File: config.mk
export PLATFORM = sky130hd
export DESIGN_NAME = lcd_hd44780_responder_flat
export DESIGN_NICKNAME = d
export VERILOG_FILES = /design/src/rtl/lcd_hd44780_pkg.sv /design/src/rtl/lcd_hd44780_responder_if.sv /design/src/rtl/lcd_bus_sync.sv /design/src/rtl/lcd_hd44780_responder.sv /design/src/flat_wrapper.sv
export SDC_FILE = /design/constraint.sdc
export NUM_CORES = 1
export LEC_CHECK = 0
export CAP_MARGIN = 20
export CELL_PAD_IN_SITES_DETAIL_PLACEMENT = 0
export CELL_PAD_IN_SITES_GLOBAL_PLACEMENT = 1
export CORE_UTILIZATION = 50
export DETAILED_ROUTE_END_ITERATION = 10
export PLACE_DENSITY_LB_ADDON = 0.08
export SYNTH_ARGS = -nofsm -noshare
export SYNTH_HDL_FRONTEND = slang
export SYNTH_SLANG_ARGS = --single-unit
File: constraint.sdc
create_clock -name clk -period 8.8 [get_ports clk]
set_input_delay 0.88 -clock clk [delete_from_list [all_inputs] [get_ports clk]]
set_output_delay 0.88 -clock clk [all_outputs]
set_load 0.05 [all_outputs]
File: src/rtl/lcd_hd44780_pkg.sv
// Shared constants, enums and address helpers for the HD44780 bus responder.
package lcd_hd44780_pkg;

  localparam logic [7:0] OP_CLEAR   = 8'h01;
  localparam logic [7:0] OP_HOME    = 8'h02;
  localparam logic [7:0] OP_ENTRY   = 8'h04;
  localparam logic [7:0] OP_DISPLAY = 8'h08;
  localparam logic [7:0] OP_SHIFT   = 8'h10;
  localparam logic [7:0] OP_FUNC    = 8'h20;
  localparam logic [7:0] OP_CGRAM   = 8'h40;
  localparam logic [7:0] OP_DDRAM   = 8'h80;

  localparam logic [6:0] AC_L0_END = 7'h27;
  localparam logic [6:0] AC_L1_BEG = 7'h40;
  localparam logic [6:0] AC_L1_END = 7'h67;
  localparam logic [6:0] AC_1L_END = 7'h4F;

  localparam logic [7:0] CHAR_BLANK   = 8'h20;
  localparam int         DDRAM_SIZE   = 80;
  localparam int         CYC_EXEC_DEF = 4000;
  localparam int         CYC_LONG_DEF = 152000;

  typedef enum logic {PH_UPPER, PH_LOWER} phase_t;
  typedef enum logic [1:0] {S_IDLE, S_EXEC, S_CLEAR_FILL, S_BUSY} state_t;

  // {valid, index}; line 2 of a two-line panel lands at indices 40..79
  function automatic logic [7:0] ddram_index(input logic [6:0] a, input logic tl);
    if (tl) begin
      if (a <= AC_L0_END) return {1'b1, a};
      if (a >= AC_L1_BEG && a <= AC_L1_END) return {1'b1, a - AC_L1_BEG + 7'd40};
      return 8'h00;
    end
    if (a <= AC_1L_END) return {1'b1, a};
    return 8'h00;
  endfunction

  function automatic logic [6:0] ac_step(input logic [6:0] a, input logic inc, input logic tl);
    if (tl) begin
      if (inc) return (a == AC_L0_END) ? AC_L1_BEG : (a == AC_L1_END) ? 7'h00 : a + 7'd1;
      return (a == AC_L1_BEG) ? AC_L0_END : (a == 7'h00) ? AC_L1_END : a - 7'd1;
    end
    if (inc) return (a == AC_1L_END) ? 7'h00 : a + 7'd1;
    return (a == 7'h00) ? AC_1L_END : a - 7'd1;
  endfunction

endpackage

File: src/rtl/lcd_hd44780_responder_if.sv
// HD44780 parallel bus as seen between the initiator (master) and the responder (slave).
interface lcd_hd44780_responder_if;
  logic       lcd_e;
  logic       lcd_rs;
  logic       lcd_rw;
  logic [3:0] lcd_db_in;
  logic [3:0] lcd_db_out;
  logic       lcd_db_oe;

  modport master (output lcd_e, lcd_rs, lcd_rw, lcd_db_in, input lcd_db_out, lcd_db_oe);
  modport slave  (input lcd_e, lcd_rs, lcd_rw, lcd_db_in, output lcd_db_out, lcd_db_oe);
endinterface

File: src/rtl/lcd_bus_sync.sv
// Synchronizes the LCD bus into clk and flags E edges; *_h hold RS/RW/DB from the last E-high cycle.
module lcd_bus_sync #(
  parameter int SYNC_STAGES = 2
) (
  input  logic       clk,
  input  logic       nrst,
  input  logic       e,
  input  logic       rs,
  input  logic       rw,
  input  logic [3:0] db,
  output logic       e_s,
  output logic       rs_s,
  output logic       rw_s,
  output logic       rs_h,
  output logic       rw_h,
  output logic [3:0] db_h,
  output logic       e_rise,
  output logic       e_fall
);
  logic [6:0] stg [SYNC_STAGES];
  logic [3:0] db_s;
  logic       e_d;

  always_ff @(posedge clk or negedge nrst) begin
    if (!nrst) begin
      for (int i = 0; i < SYNC_STAGES; i++) stg[i] <= '0;
      e_d  <= 1'b0;
      rs_h <= 1'b0;
      rw_h <= 1'b0;
      db_h <= 4'h0;
    end else begin
      stg[0] <= {e, rs, rw, db};
      for (int i = 1; i < SYNC_STAGES; i++) stg[i] <= stg[i-1];
      e_d <= e_s;
      if (e_s) {rs_h, rw_h, db_h} <= {rs_s, rw_s, db_s};
    end
  end

  assign {e_s, rs_s, rw_s, db_s} = stg[SYNC_STAGES-1];
  assign e_rise = e_s & ~e_d;
  assign e_fall = ~e_s & e_d;
endmodule

File: src/rtl/lcd_hd44780_responder.sv
// HD44780 responder: assembles E-fall transfers, executes instructions, owns AC, DDRAM and BF.
// state | meaning: S_IDLE wait | S_EXEC apply latched byte | S_CLEAR_FILL blank DDRAM | S_BUSY hold BF
module lcd_hd44780_responder
  import lcd_hd44780_pkg::*;
#(
  parameter int CYC_EXEC    = CYC_EXEC_DEF,
  parameter int CYC_LONG    = CYC_LONG_DEF,
  parameter int SYNC_STAGES = 2
) (
  input  logic       clk,
  input  logic       nrst,
  lcd_hd44780_responder_if.slave bus,
  output logic       busy,
  output logic [6:0] ac,
  output logic       disp_on,
  output logic       cursor_on,
  output logic       blink_on,
  output logic       two_line,
  output logic       four_bit_mode,
  input  logic [6:0] rd_addr,
  output logic [7:0] rd_data,
  output logic       cmd_strobe,
  output logic       protocol_err
);
  localparam int CNT_W = $clog2(CYC_LONG + 1);

  logic             e_s, rs_s, rw_s, rs_h, rw_h, e_rise, e_fall, oe;
  logic [3:0]       db_h, up_nib, rd_nib;
  logic             up_rs, up_rw, ex_rs, ex_rw, i_d, cgram_sel;
  state_t           state, state_nx;
  phase_t           phase, phase_nx;
  logic [7:0]       ex_byte, new_byte, snap, live_snap, ac_cell, ac_idx;
  logic [CNT_W-1:0] cnt;
  logic [6:0]       fill_idx;
  logic [7:0]       ddram [DDRAM_SIZE];
  logic             acc_exec, acc_upper, drop, bf_rd, is_long, is_clear;
  logic             do_exec, fill_we, wr_we;

  lcd_bus_sync #(.SYNC_STAGES(SYNC_STAGES)) u_sync (
    .clk(clk), .nrst(nrst), .e(bus.lcd_e), .rs(bus.lcd_rs), .rw(bus.lcd_rw), .db(bus.lcd_db_in),
    .e_s(e_s), .rs_s(rs_s), .rw_s(rw_s), .rs_h(rs_h), .rw_h(rw_h), .db_h(db_h),
    .e_rise(e_rise), .e_fall(e_fall)
  );

  assign busy     = (cnt != '0);
  assign bf_rd    = ~rs_h & rw_h;
  assign is_long  = ~rs_h && (new_byte[7:2] == 6'd0) && (new_byte[1:0] != 2'd0);
  assign is_clear = ~ex_rs && (ex_byte == OP_CLEAR);
  assign ac_idx   = ddram_index(ac, two_line);
  assign ac_cell  = ac_idx[7] ? ddram[ac_idx[6:0]] : CHAR_BLANK;
  assign live_snap = rs_s ? ac_cell : {busy, ac};
  assign wr_we    = do_exec && ex_rs && !ex_rw && !cgram_sel && ac_idx[7];
  assign protocol_err = drop;

  // Bus transfer acceptance; BF reads bypass the busy check
  always_comb begin
    acc_exec  = 1'b0;
    acc_upper = 1'b0;
    drop      = 1'b0;
    phase_nx  = phase;
    new_byte  = {db_h, 4'h0};
    if (e_fall) begin
      if (!four_bit_mode) begin
        if (!bf_rd) begin
          if (busy) drop = 1'b1;
          else      acc_exec = 1'b1;
        end
      end else if (phase == PH_UPPER) begin
        if (!rw_h && busy) drop = 1'b1;
        else begin
          acc_upper = 1'b1;
          phase_nx  = PH_LOWER;
        end
      end else begin
        phase_nx = PH_UPPER;
        new_byte = {up_nib, db_h};
        if (rs_h != up_rs || rw_h != up_rw) drop = 1'b1;
        else if (!bf_rd) begin
          if (busy) drop = 1'b1;
          else      acc_exec = 1'b1;
        end
      end
    end
  end

  always_comb begin
    state_nx   = state;
    cmd_strobe = 1'b0;
    do_exec    = 1'b0;
    fill_we    = 1'b0;
    case (state)
      S_IDLE:       if (acc_exec) state_nx = S_EXEC;
      S_EXEC: begin
        cmd_strobe = 1'b1;
        do_exec    = 1'b1;
        state_nx   = is_clear ? S_CLEAR_FILL : S_BUSY;
      end
      S_CLEAR_FILL: begin
        fill_we = 1'b1;
        if (fill_idx == 7'(DDRAM_SIZE - 1)) state_nx = S_BUSY;
      end
      S_BUSY:       if (!busy) state_nx = acc_exec ? S_EXEC : S_IDLE;
      default:      state_nx = S_IDLE;
    endcase
  end

  always_ff @(posedge clk or negedge nrst) begin
    if (!nrst) begin
      state <= S_IDLE;  phase <= PH_UPPER;
      up_nib <= 4'h0;   up_rs <= 1'b0;  up_rw <= 1'b0;
      ex_byte <= 8'h00; ex_rs <= 1'b0;  ex_rw <= 1'b0;
      cnt <= '0;        i_d <= 1'b1;    cgram_sel <= 1'b0;
      fill_idx <= 7'd0; snap <= 8'h00;  ac <= 7'd0;
      disp_on <= 1'b0;  cursor_on <= 1'b0; blink_on <= 1'b0;
      two_line <= 1'b0; four_bit_mode <= 1'b0;
    end else begin
      state <= state_nx;
      phase <= phase_nx;
      if (acc_upper) {up_nib, up_rs, up_rw} <= {db_h, rs_h, rw_h};
      if (acc_exec) begin
        {ex_byte, ex_rs, ex_rw} <= {new_byte, rs_h, rw_h};
        cnt <= is_long ? CNT_W'(CYC_LONG) : CNT_W'(CYC_EXEC);
      end else if (busy) begin
        cnt <= cnt - CNT_W'(1);
      end
      if (e_rise && rw_s && phase == PH_UPPER) snap <= live_snap;
      if (fill_we) fill_idx <= fill_idx + 7'd1;
      if (do_exec) begin
        if (ex_rs) ac <= ac_step(ac, i_d, two_line);
        else if (|(ex_byte & OP_DDRAM)) begin
          ac <= ex_byte[6:0];
          cgram_sel <= 1'b0;
        end else if (|(ex_byte & OP_CGRAM)) cgram_sel <= 1'b1;
        else if (|(ex_byte & OP_FUNC)) begin
          // before the DL=0 switch only DL is honoured; N is latched once in 4-bit mode
          if (four_bit_mode) begin
            two_line <= ex_byte[3];
            if (ex_byte[4]) four_bit_mode <= 1'b0;
          end else if (!ex_byte[4]) four_bit_mode <= 1'b1;
        end else if (|(ex_byte & OP_SHIFT)) begin
          if (!ex_byte[3]) ac <= ac_step(ac, ex_byte[2], two_line);
        end else if (|(ex_byte & OP_DISPLAY)) {disp_on, cursor_on, blink_on} <= ex_byte[2:0];
        else if (|(ex_byte & OP_ENTRY)) i_d <= ex_byte[1];
        else if (|(ex_byte & OP_HOME)) ac <= 7'd0;
        else if (|(ex_byte & OP_CLEAR)) begin
          ac <= 7'd0;
          i_d <= 1'b1;
          fill_idx <= 7'd0;
        end
      end
    end
  end

  always_ff @(posedge clk) begin
    if (fill_we)    ddram[fill_idx] <= CHAR_BLANK;
    else if (wr_we) ddram[ac_idx[6:0]] <= ex_byte;
  end

  always_ff @(posedge clk or negedge nrst) begin
    if (!nrst) rd_data <= CHAR_BLANK;
    else       rd_data <= (rd_addr < 7'(DDRAM_SIZE)) ? ddram[rd_addr] : CHAR_BLANK;
  end

  always_comb begin
    rd_nib = snap[3:0];
    if (phase == PH_UPPER) rd_nib = e_rise ? live_snap[7:4] : snap[7:4];
  end

  assign oe             = e_s & rw_s;
  assign bus.lcd_db_oe  = oe;
  assign bus.lcd_db_out = oe ? rd_nib : 4'h0;
endmodule

File: src/flat_wrapper.sv
// flat-port wrapper written by rule: the top's interface ports become plain ports
module lcd_hd44780_responder_flat import lcd_hd44780_pkg::*;
#(
  parameter int CYC_EXEC    = CYC_EXEC_DEF,
  parameter int CYC_LONG    = CYC_LONG_DEF,
  parameter int SYNC_STAGES = 2
)
  (clk, nrst, busy, ac, disp_on, cursor_on, blink_on, two_line, four_bit_mode, rd_addr, rd_data, cmd_strobe, protocol_err, bus_lcd_e, bus_lcd_rs, bus_lcd_rw, bus_lcd_db_in, bus_lcd_db_out, bus_lcd_db_oe);
  lcd_hd44780_responder_if bus_i ();
  input  logic clk;
  input  logic nrst;
  output logic busy;
  output logic [6:0] ac;
  output logic disp_on;
  output logic cursor_on;
  output logic blink_on;
  output logic two_line;
  output logic four_bit_mode;
  input  logic [6:0] rd_addr;
  output logic [7:0] rd_data;
  output logic cmd_strobe;
  output logic protocol_err;
  input wire logic [$bits(bus_i.lcd_e)-1:0] bus_lcd_e;
  input wire logic [$bits(bus_i.lcd_rs)-1:0] bus_lcd_rs;
  input wire logic [$bits(bus_i.lcd_rw)-1:0] bus_lcd_rw;
  input wire logic [$bits(bus_i.lcd_db_in)-1:0] bus_lcd_db_in;
  output wire logic [$bits(bus_i.lcd_db_out)-1:0] bus_lcd_db_out;
  output wire logic [$bits(bus_i.lcd_db_oe)-1:0] bus_lcd_db_oe;
  assign bus_i.lcd_e = bus_lcd_e;
  assign bus_i.lcd_rs = bus_lcd_rs;
  assign bus_i.lcd_rw = bus_lcd_rw;
  assign bus_i.lcd_db_in = bus_lcd_db_in;
  assign bus_lcd_db_out = bus_i.lcd_db_out;
  assign bus_lcd_db_oe = bus_i.lcd_db_oe;
  lcd_hd44780_responder #(.CYC_EXEC(CYC_EXEC), .CYC_LONG(CYC_LONG), .SYNC_STAGES(SYNC_STAGES)) u_core (.clk(clk), .nrst(nrst), .bus(bus_i), .busy(busy), .ac(ac), .disp_on(disp_on), .cursor_on(cursor_on), .blink_on(blink_on), .two_line(two_line), .four_bit_mode(four_bit_mode), .rd_addr(rd_addr), .rd_data(rd_data), .cmd_strobe(cmd_strobe), .protocol_err(protocol_err));
endmodule
==> summary.txt, run 1 <==
Outcome
  • Status: finished clean

Clock network
  • Worst-path clk slew: 60 ps
  • CTS root buffer: clkbuf_16
  • Maximum buffer depth of the clock tree: 3
  • CTS Buf Count: 80
  • Skew-Pair Late Insertion Delay: 650 ps
  • CTS sink count: 735
  • Postcts setup bufs: 0
  • CTS tree: done
  • Cts hold-fix bufs: 0
  • Post-CTS Resized: 0
  • H-tree depth: 3

Layout
  • Most frequent cells in the layout: edfxtp_1, mux4_2, nor2_1
  • Commonest non-fill, non-tap cell in the layout: edfxtp_1
  • Share of cells above drive strength 1: 20.5%
  • Synthesis-to-finish area growth: 10.8%
  • Final Net Count: 2624
  • Fill cells: 5834

STA
  • Period minus WS final: 7940 ps
  • Slew Limit Fails: 0
  • Hold slack: 235 ps
  • FMAX: 0.126 GHz
  • Final setup vio count: 0
  • Final hold viol count: 0
  • RSZ-0062 raised after global routing: false
  • TNS Setup: 0 ps
  • Slew HR: 16.5%
  • Final Skew: 31.0 ps
  • Worst Tran Pin Value: 1240 ps
  • Tcrit/Tclk final: 90.2%

Global route
  • Vias in the first global route: 25300
  • First-pass GRT wire length: 189000 um
  • Initial antenna violation count: 6
  • Grt total ovfl: 0
  • Largest net degree at the start of global routing: 121
  • GRT Util Overall: 35.8%

Placement
  • Final Wtd Congestion: 0.978
  • IO buf count: 43
  • DP Wirelength: 86000 um

Pwr
  • Leakage: 0.0137 uW
  • Pwr/cell area: 290 nW/um^2
  • Max VDD drop: 0.201 mV
  • Overall power: 11800 uW

Logic synthesis
  • Post-Synthesis Cells: 2592
  • Avg Cell Area, Syn: 14.2 um^2
  • Yosys reg bits: 735
  • Post-Syn Area: 36800 um^2
  • Synth async-reset ratio: 12.9%
  • Synth warn: 0
  • Count of cell types in the netlist: 99
  • Sequential-to-total area share from yosys stat: 58.7%
  • Synth Flop Type: edfxtp_1
  • Post-synth EDFFs: 640
  • Net Count, Synth: 2622

Critical path
  • Startpoint types: register
  • CP Class: reg -> out
  • CP max FO: 47
  • CP arrival: 7060 ps
  • Worst path cell trace: inv_1 > ha_1 > nand4_2 > a211o_2 > nand3_2 > a311oi_1 > nor3_1 > a211oi_1 > o31ai_1 > nor2_1 > clkdlybuf4s50_1
  • Critical Path RT: 7920 ps
  • Crit-path slowest cell: nand3_2
  • CP max stage delay: 1070 ps
  • Crit end category: primary output

Flow run
  • Maxcap violations: 0

Routing
  • Final wirelength: 133000 um
  • Post-DR wirelength/cell: 36.7 um
  • Via/cell ratio: 7.28
  • Pre-antenna DRT Iters: 6
  • Initial DRC Count: 3992
  • Via count: 26300
  • # DRC: 0
  • ANT nets after route: 0

Floorplan
  • Width of the chip: 273 um
  • I/O pins: 44
  • Cell Rows: 99
  • Chip Height: 273 um
  • Core Area: 72800 um^2
  • Initial core utilization: 50.5%
  • Die area: 74600 um^2

Hold path
  • Type of the worst min-delay path: in -> async
-- report_power, final --
group	internal [uW]	leakage (uW)	switching [uW]
sequential	3900	0.00759	205
combinational	1280	0.00487	3040
clock	1970	0.00126	1410
-- sequential cells by signal, indices dropped and copies added, names as in the netlist, 2 cells and up --
| signal | count |
|---|---|
| u_core.ddram | 640 |
| u_core.fill_idx | 7 |
| u_core.rd_data | 8 |
| u_core.ac | 7 |
| u_core.u_sync.stg | 7 |
| u_core.state | 2 |
| u_core.u_sync.db_s | 4 |
| u_core.up_nib | 4 |
| u_core.snap | 8 |
| u_core.ex_byte | 8 |
| u_core.u_sync.db_h | 4 |
| u_core.cnt | 18 |
-- final timing paths --
path | startpoint | to | slack, ps | cells past startpoint
worst min register to register | u_core.u_sync.stg[7]$_DFF_PN0_ | u_core.u_sync.db_s[0]$_DFF_PN0_ | 360 | 0
max in group asynchronous | nrst | u_core.rd_data[7]$_DFF_PN0_ | 7360 | 2
worst max register to register | u_core.ac[3]$_DFFE_PN0P_ | u_core.ddram[78][4]$_DFFE_PP_ | 1980 | 9
worst max-delay path | u_core.ac[3]$_DFFE_PN0P_ | bus_lcd_db_out[0] | 860 | 11
worst min-delay path | nrst | u_core.cnt[17]$_DFFE_PN0P_ | 230 | 1
min in group clk | u_core.u_sync.stg[7]$_DFF_PN0_ | u_core.u_sync.db_s[0]$_DFF_PN0_ | 360 | 0
-- logic make-up (layout without fill, tap and decap cells) --
| family | Yosys count | in the layout | share of synthesized area (%) |
|---|---|---|---|
| compound gates | 576 | 576 | 11.1 |
| mux | 356 | 356 | 17.4 |
| flops | 735 | 735 | 58.7 |
| buf+inv | 261 | 322 | 3.34 |
| xor+xnor | 25 | 25 | 0.595 |
| other cells | 0 | 1 | 0 |
| fa+ha+maj | 14 | 14 | 0.476 |
| simple gates | 625 | 625 | 8.36 |
-- layer usage --
metal	GRT usage [%]	up-vias	wire [um]
met5	0.706	-	82
met4	18.2	4	7600
met3	8.97	399	16000
met2	52.7	1927	58400
met1	49.3	13500	50600
li1	-	10500	-
-- per-stage QoR --
| step | util, % | setup WS [ps] | cell area, um^2 | cells |
|---|---|---|---|---|
| after global placement | 52.3 | 1980 | 38100 | 3461 |
| after detailed placement | 52.4 | 1750 | 38100 | 3468 |
| after floorplan | - | 1400 | 36800 | 2592 |
| after CTS | 55.9 | 1080 | 40700 | 3609 |
| final | 55.9 | 865 | 40700 | 3613 |
| after global routing | 55.9 | 650 | 40700 | 3612 |
-- synthesized netlist by cell type, drive strengths merged, types with 8 or more instances --
library cell / count / area [um^2]
or2: 12 / 75.1
nand4: 31 / 206
o21ai: 100 / 500
o31ai: 33 / 248
o31a: 8 / 70.1
nor2: 191 / 719
a21oi: 98 / 494
o211ai: 13 / 97.6
mux2: 56 / 631
a31oi: 34 / 213
xnor2: 17 / 149
a221oi: 37 / 337
nand2b: 41 / 257
and3: 10 / 62.6
and2: 8 / 50.1
o311ai: 8 / 70.1
a41oi: 8 / 70.1
or3: 16 / 100
mux2i: 79 / 791
nor3: 43 / 248
dfrtp: 93 / 2330
a211oi: 49 / 385
o2111ai: 12 / 105
o22ai: 35 / 219
clkbuf: 84 / 315
nand2: 149 / 564
nor2b: 38 / 238
a211o: 8 / 71.3
nand3: 43 / 235
a21o: 9 / 67.6
o221ai: 8 / 70.1
a311o: 10 / 100
a22o: 8 / 70.1
a311oi: 24 / 210
xor2: 8 / 70.1
buf: 129 / 732
edfxtp: 640 / 19200
a2111oi: 13 / 128
inv: 47 / 176
ha: 14 / 175
nor4: 25 / 163
o32ai: 8 / 70.1
mux4: 221 / 4980
-- worst max-delay path, delay by kind of cell, from the launching register on --
family                     cells  cell delay (ps)
AOI/OAI and AO/OA              4             2470
DFF                            1              760
and+or+nand+nor                4             1670
adders and majority gates      1              300
buffers and inverters          2             1140
-- final cells by class --
type / count / area, um^2 / area share, %
clock inverters: 44 / 430 / 1.06
flip-flops and latches: 735 / 21600 / 53.0
inverters: 48 / 180 / 0.442
multi-input cells: 1596 / 14000 / 34.4
clock buffers: 97 / 2150 / 5.27
well taps: 959 / 1200 / 2.94
diodes: 1 / 2.50 / 0.00614
repair buffers: 133 / 1150 / 2.81
No activity file was read; power rests on OpenSTA's default activity.
==> run 2: changes to the inputs <==
--- a/config.mk
+++ b/config.mk
@@ -10,7 +10,7 @@
 export CELL_PAD_IN_SITES_GLOBAL_PLACEMENT = 1
 export CORE_UTILIZATION = 50
 export DETAILED_ROUTE_END_ITERATION = 10
-export PLACE_DENSITY_LB_ADDON = 0.08
+export PLACE_DENSITY = 0.8
 export SYNTH_ARGS = -nofsm -noshare
 export SYNTH_HDL_FRONTEND = slang
 export SYNTH_SLANG_ARGS = --single-unit
==> run 2 against run 1 <==
- core utilization increased by 0.058 points
- register-to-register slack improved by 280 ps
- critical path depth stayed put
- wire length decreased by 4.2%
- clock power grew 2%
- sequential share of layout area down 0.055 points
- maximum frequency rose by 8.3%
- design area grew 0.10%
- clock skew rose by 6.2 ps
==> summary.txt, run 2 (same netlist as run 1, synthesis figures left out) <==
Layout
  • Top reg by flops: u_core.ddram
  • Fin cells: 3607
  • Max reg flops: 640
  • Share of cells above drive strength 1: 20.4%
  • Synthesis-to-finish area growth: 10.9%
  • Final Net Count: 2618
  • Largest regs: u_core.ddram (640), u_core.cnt (18)
  • Post-layout util: 56.0%
  • Most frequent cells in the layout: edfxtp_1, mux4_2, nor2_1
  • Fill cells: 5684
  • Commonest non-fill, non-tap cell in the layout: edfxtp_1

Clock network
  • Maximum buffer depth of the clock tree: 3
  • CTS Buf Count: 79
  • CTS tree: done
  • CTS root buffer: clkbuf_16
  • H-tree depth: 3
  • Cts hold-fix bufs: 0
  • CTS sink count: 735
  • Worst-path clk slew: 70 ps
  • Skew-Pair Late Insertion Delay: 640 ps
  • Postcts setup bufs: 0
  • Post-CTS Resized: 0

Pwr
  • Clk network pwr share: 29.2%
  • Combinational share of power: 36.2%
  • Share of power burned in registers: 34.6%
  • Internal Power: 7230 uW
  • Sw Pwr: 4630 uW
  • Pwr/cell area: 291 nW/um^2
  • Sw Ratio: 39.0%
  • Leakage: 0.0137 uW
  • Max VDD drop: 0.275 mV

STA
  • Tcrit/Tclk final: 83.3%
  • TNS Setup: 0 ps
  • Final setup vio count: 0
  • Final hold viol count: 0
  • Slew Limit Fails: 0
  • Period minus WS final: 7330 ps
  • Final Skew: 37.3 ps
  • Worst Tran Pin Value: 1180 ps
  • FMAX: 0.136 GHz
  • RSZ-0062 raised after global routing: false
  • Slew HR: 21.2%

Floorplan
  • Core Area: 72800 um^2
  • Initial core utilization: 50.5%
  • Cell Rows: 99
  • I/O pins: 44
  • Die area: 74600 um^2
  • Width of the chip: 273 um
  • Chip Height: 273 um

Global route
  • Initial antenna violation count: 3
  • Largest net degree at the start of global routing: 105
  • First-pass GRT wire length: 182000 um
  • GRT Util Overall: 34.1%
  • Grt total ovfl: 0
  • Vias in the first global route: 25500

Critical path
  • CP max FO: 27
  • Reg2reg start: u_core.ac[3]$_DFFE_PN0P_
  • End of the worst register-to-register path: u_core.ddram[6][4]$_DFFE_PP_
  • CP arrival: 6450 ps
  • Crit end category: primary output
  • R2R Setup Slk: 2260 ps
  • CP Class: reg -> out
  • Critical Path RT: 7920 ps
  • Startpoint types: register
  • Worst R2R Path Depth: 10

Routing
  • # DRC: 0
  • Final wirelength: 127000 um
  • Pre-antenna DRT Iters: 8
  • Initial DRC Count: 4748
  • ANT nets after route: 0
  • Post-DR wirelength/cell: 35.2 um
  • Via count: 26300
  • Via/cell ratio: 7.30

Outcome
  • Status: finished clean

Hold path
  • Type of the worst min-delay path: in -> async

Placement
  • Final Wtd Congestion: 1.02
  • IO buf count: 43
  • Placed Instances: 3455
  • DP Wirelength: 82300 um

Flow run
  • Maxcap violations: 0
-- run 2: changes by cell type in the layout (fill, tap and decap cells not counted), sizes merged --
cell      previous run  this run
buf                 94        88
bufinv               8        10
clkbuf              98       101
clkinv              32        23
clkinvlp             3         6
diode                1         2
-- run 2: power by group through the flow --
stage	sequential, uW	clock (uW)	combinational [uW]
after floorplan	4120	0	2560
after global placement	4150	0	4030
after detailed placement	4170	0	4070
after CTS	4100	3470	4090
after global routing	4120	3590	4380
final	4100	3460	4290
-- run 2: per-layer routing --
metal	up-vias	wire, um	GRT usage (%)	part of all wire [%]
met1	13300	46100	45.8	36
li1	10500	-	-	-
met5	-	22	0	0.017
met3	403	17100	9.82	13
met4	4	7940	18.7	6.2
met2	2180	55900	50.2	44
-- run 2: worst max-delay path by stage --
stage / start / end / cells after the start
after floorplan: u_core.ac[4]$_DFFE_PN0P_ / u_core.ddram[0][0]$_DFFE_PP_ / 9
after global placement: u_core.ac[3]$_DFFE_PN0P_ / bus_lcd_db_out[0] / 11
after detailed placement: u_core.ac[3]$_DFFE_PN0P_ / bus_lcd_db_out[0] / 12
after CTS: u_core.ac[3]$_DFFE_PN0P_ / bus_lcd_db_out[0] / 12
after global routing: u_core.ac[3]$_DFFE_PN0P_ / bus_lcd_db_out[0] / 11
final: u_core.ac[3]$_DFFE_PN0P_ / bus_lcd_db_out[0] / 11
-- run 2: layout make-up --
class	instances	area, um^2	share of cell area (%)
well taps	959	1200	2.94
multi-input cells	1596	14000	34.4
repair buffers	128	1110	2.73
clock buffers	99	2170	5.33
diodes	2	5.00	0.0123
inverters	48	180	0.442
clock inverters	40	485	1.19
flip-flops and latches	735	21600	53.0
-- run 2: metrics by stage --
step	setup slack [ps]	total power, uW	hold WS [ps]	cell area (um^2)
2_1_floorplan	1400	6680	331	36800
3_3_place_gp	2550	8180	342	38000
3_5_place_dp	2470	8230	336	38000
4_1_cts	1780	11700	99.7	40700
5_1_grt	1390	12100	134	40800
6_report	1470	11900	111	40800
-- run 2: critical path: stages, from the launching register on --
cell             delay (ps)
dfrtp_1                 770
inv_1                   270
ha_1                    310
nand4_2                 150
a211o_2                 510
nand3_2                 800
a311oi_1                490
nor3_1                  110
a211oi_1                900
o31ai_1                 220
nor2_1                  350
clkdlybuf4s50_1         880
